[src/rtl/i2c_txbuf_sched.sv]
// i2c_txbuf_sched: ping-pong transmit buffers feeding the I2C serializer with ack timeout, retry and drop
module i2c_txbuf_sched #(
    parameter int DATA_W      = 32,
    parameter int ADDR_W      = 4,
    parameter int ACK_TIMEOUT = 64,
    parameter int MAX_RETRY   = 2
) (
    input  logic              clk,
    input  logic              rst_n,
    input  logic              write,
    input  logic [ADDR_W-1:0] addr,
    input  logic [DATA_W-1:0] tx_in,
    output logic              wr_ready,
    input  logic              start_tx,
    input  logic              ser_busy,
    input  logic              ack_recvd,
    output logic              ser_load,
    output logic [ADDR_W-1:0] ser_addr,
    output logic [DATA_W-1:0] ser_data,
    output logic [1:0]        buf_valid,
    output logic              fill_sel,
    output logic              tx_sel,
    output logic              tx_done,
    output logic              tx_drop
);
    localparam int CW = $clog2(ACK_TIMEOUT);
    localparam int RW = $clog2(MAX_RETRY + 2);
    typedef enum logic [1:0] {IDLE, LOAD, WAIT_ACK, RELEASE} state_t;
    state_t state, state_nx;
    logic [ADDR_W+DATA_W-1:0] buf_q [2];
    logic [CW-1:0] tcnt;
    logic [RW-1:0] retry;
    logic drop, wr_ok, tmo, can_retry;
    logic [1:0] set_m, clr_m;
    assign wr_ready  = !buf_valid[fill_sel];
    assign wr_ok     = write && wr_ready;
    assign tmo       = tcnt == CW'(ACK_TIMEOUT - 1);
    assign can_retry = retry < RW'(MAX_RETRY);
    assign set_m     = wr_ok ? 2'(1) << fill_sel : 2'b00;
    assign clr_m     = state == RELEASE ? 2'(1) << tx_sel : 2'b00;
    assign ser_load  = state == LOAD;
    assign tx_done   = state == RELEASE && !drop;
    assign tx_drop   = state == RELEASE && drop;
    always_comb begin
        state_nx = state;
        case (state)
            IDLE:     state_nx = start_tx && buf_valid[tx_sel] && !ser_busy ? LOAD : IDLE;
            LOAD:     state_nx = WAIT_ACK;
            WAIT_ACK: state_nx = ack_recvd ? RELEASE : !tmo ? WAIT_ACK : can_retry ? LOAD : RELEASE;
            default:  state_nx = IDLE;
        endcase
    end
    // Buffer storage carries no reset; buf_valid alone says what is live
    always_ff @(posedge clk)
        if (wr_ok) buf_q[fill_sel] <= {addr, tx_in};
    always_ff @(posedge clk or negedge rst_n) begin
        if (!rst_n) begin
            state     <= IDLE;
            tcnt      <= '0;
            retry     <= '0;
            drop      <= 1'b0;
            buf_valid <= 2'b00;
            fill_sel  <= 1'b0;
            tx_sel    <= 1'b0;
            ser_addr  <= '0;
            ser_data  <= '0;
        end else begin
            state     <= state_nx;
            buf_valid <= (buf_valid | set_m) & ~clr_m;
            tcnt      <= state == WAIT_ACK ? tcnt + CW'(1) : '0;
            if (wr_ok) fill_sel <= !fill_sel;
            if (state_nx == LOAD) {ser_addr, ser_data} <= buf_q[tx_sel];
            if (state == WAIT_ACK && !ack_recvd && tmo) begin
                if (can_retry) retry <= retry + RW'(1);
                else drop <= 1'b1;
            end
            if (state == RELEASE) begin
                tx_sel <= !tx_sel;
                retry  <= '0;
                drop   <= 1'b0;
            end
        end
    end
endmodule

[config.mk]
export PLATFORM = sky130hd
export DESIGN_NAME = i2c_txbuf_sched
export DESIGN_NICKNAME = d
export VERILOG_FILES = /design/src/rtl/i2c_txbuf_sched.sv
export SDC_FILE = /design/constraint.sdc
export NUM_CORES = 1
export LEC_CHECK = 0
export BUFFER_PORTS_ARGS = -buffer_cell sky130_fd_sc_hd__buf_2
export CAP_MARGIN = 0
export CORE_MARGIN = 2
export CORE_UTILIZATION = 41
export CTS_BUF_LIST = sky130_fd_sc_hd__clkbuf_8
export CTS_CLUSTER_SIZE = 10
export DETAILED_ROUTE_END_ITERATION = 10
export GPL_ROUTABILITY_DRIVEN = 1
export PLACE_DENSITY = 0.72
export RECOVER_POWER = 25
export SLEW_MARGIN = 20
export SYNTH_ARGS = -nofsm -noshare
export SYNTH_HDL_FRONTEND = slang
export SYNTH_SLANG_ARGS = --single-unit
[constraint.sdc]
create_clock -name clk -period 7.15 [get_ports clk]
set_clock_uncertainty 0.05 [all_clocks]
set_input_delay 1.43 -clock clk [delete_from_list [all_inputs] [get_ports clk]]
set_output_delay 1.43 -clock clk [all_outputs]
set_load 0.1 [all_outputs]
==> results.yml <==
outcome:
  outcome: "complete, no violations"
hold_path:
  hold_path_class: "reg -> reg"
  min_to: "tcnt[0]"
  hold_path_depth: 1
  min_from: "tcnt[0]"
cells_and_area:
  area_growth_pct: 20.2
  final_layout_size_suffix_gt1_share_pct: 49.2
  fill_cells: 990
  diodes: 0
  fin_nets: 398
clock_network:
  cts_tree: "done"
  cts_setup_buffers: 0
  cts_num_sinks: 123
  clk_latency_ns: 0.41
  cts_max_level: 4
  clkTransAtPathRegs_ns: 0.07
  cts-resized-gates: 0
  cts_root_buf: "clkbuf_8"
  cts_buffer_depth: 2
  cts_hold_buffers: 0
  cts-buffers-inserted: 17
worst_setup_path:
  r2r_start: "tcnt[0]"
  r2r_end: "ser_data[3]"
  critical_path_required_ns: 5.67
  cp_max_fo: 22
  start_kind: "flop"
  r2r_cells: 6
  crit_path_end_kind: "primary output"
  rrSetupSlack_ns: 4.21
  crit_type: "reg -> out"
  cp.arrival_ns: 2.00
yosys:
  synthTopCellsByCount: "edfxtp_1, dfrtp_1, mux2_2"
  synthArstFlopShare_pct: 41.5
  yosys_warnings: 0
  synth_top_area_cell: "edfxtp_1"
  synth_nets: 299
  synth-edff-count: 72
  ys.flop_type: "edfxtp_1"
  synth_area_leaders: "edfxtp_1, dfrtp_1, mux2_2, mux2_4, buf_12"
  synth-seq-cells: 123
  synth.most_common_cell: "edfxtp_1"
  ys_seq_area_share_pct: 72.0
  netlist_instances: 256
  yosys.cell_types.count: 32
  syn_area_mm2: 0.00477
  avgSynthCellArea_um2: 18.7
  synth_top_area_share_pct: 45.3
floorplanning:
  die-area_mm2: 0.0125
  die_h_um: 112
  fp.coreArea_mm2: 0.0114
  row_count: 39
  fp.dieW_um: 112
  io_pins: 86
  start_util_pct: 42.0
timing:
  fin_tns_setup_ns: 0
  tightest_slew_ns: 0.930
  fin_crit_ns: 3.48
  rsz0062_at_grt: "no"
  hold-worst-slack_ns: 0.414
  fin_crit_sh_pct: 48.7
  setup_viol: 0
  slew_viol_final: 0
  hold_viol_final: 0
  relSlewSlack_pct: 37.8
  clock.fmax_ghz: 0.287
route:
  routed_via_density: 4.86
  vias: 2482
  drt_first_pass_iters: 4
  drt_iter0_drc: 101
  drt_wl_total_um: 8580
  drtAntennaViolNets: 0
  wire_per_inst_um: 16.8
  drc: 0
global_routing:
  grt_use_total_pct: 14.7
  grt_pass1_wl_um: 13700
  grt_max_degree: 52
  grt.overflow.total: 0
  grt_pass1_vias: 2625
  antenna_found_initial: 0
placement:
  place.gp.congestion: 0.701
  port_buffers: 85
  hpwl_um: 5420
run:
  max-cap-violations: 0
==> metrics by stage <==
step                instances  cell area (µm²)  utilization (%)  setup slack (ns)
finish                    511             5740             50.5              3.67
global route              511             5740             50.5              3.55
CTS                       511             5760             50.6              3.59
detailed placement        479             5340             47.0              3.42
global placement          479             5340             47.0              3.49
floorplan                 256             4770                -              2.43
==> final cells by class <==
cell class	count	area (µm²)	share of cell area (%)
flip-flops and latches	123	3440	59.9
multi-input cells	120	1250	21.8
repair buffers	90	444	7.74
clock buffers	17	234	4.08
clock inverters	15	181	3.16
well taps	143	179	3.12
inverters	3	11.3	0.196
==> state kept, by name, summed over array words and instances (netlist names) <==
register	count
fill_sel	1
buf_valid	2
tx_sel	1
ser_addr	4
drop	1
tcnt	6
state	2
buf_q	72
ser_data	32
retry	2
==> critical path, stage by stage, from the launching register on <==
cell and delay, ns:
dfrtp_2 0.67, buf_4 0.40, buf_2 0.49
==> placed cells by master, fill, tap and decap left out, types with 4 or more instances in the layout <==
cell type and count:
buf_2 70, dfrtp_1 50, bufinv_16 4, clkbuf_8 17
inv_1 4, nor2_1 12, clkbuf_1 15, buf_4 5
mux2_4 30, mux2_2 43, edfxtp_1 72
==> metal layers <==
metal  part of all wire, %  vias up  track usage [%]  routed length [µm]
met2                    48       70             22.7                4150
met3                   6.3        9             6.15                 544
met5                     0        -                0                   0
met1                    44     1249             18.5                3810
li1                      -     1154                -                   -
met4                  0.86        0             5.60                  74
==> cells by family after synthesis <==
group | share of synthesized area [%]
DFF | 72.0
AOI/OAI and AO/OA | 1.86
buffers and inverters | 2.07
and+or+nand+nor | 3.09
muxes | 19.8
adders and majority gates | 0.262
xor gates and xnor gates | 0.917
==> how the worst max path moves through the flow <==
stage,start,end,slack (ns),cells past startpoint
final,tx_sel,tx_sel,3.67,2
after global routing,tx_sel,tx_sel,3.55,2
after CTS,tx_sel,tx_sel,3.59,2
after detailed placement,ack_recvd,ser_data[3],3.42,5
after global placement,ack_recvd,ser_data[5],3.49,5
after floorplan,write,buf_q[1][0],2.43,1
Power is not shown: default switching activity piles up to over one toggle a cycle in this logic, so the estimate is an artifact.
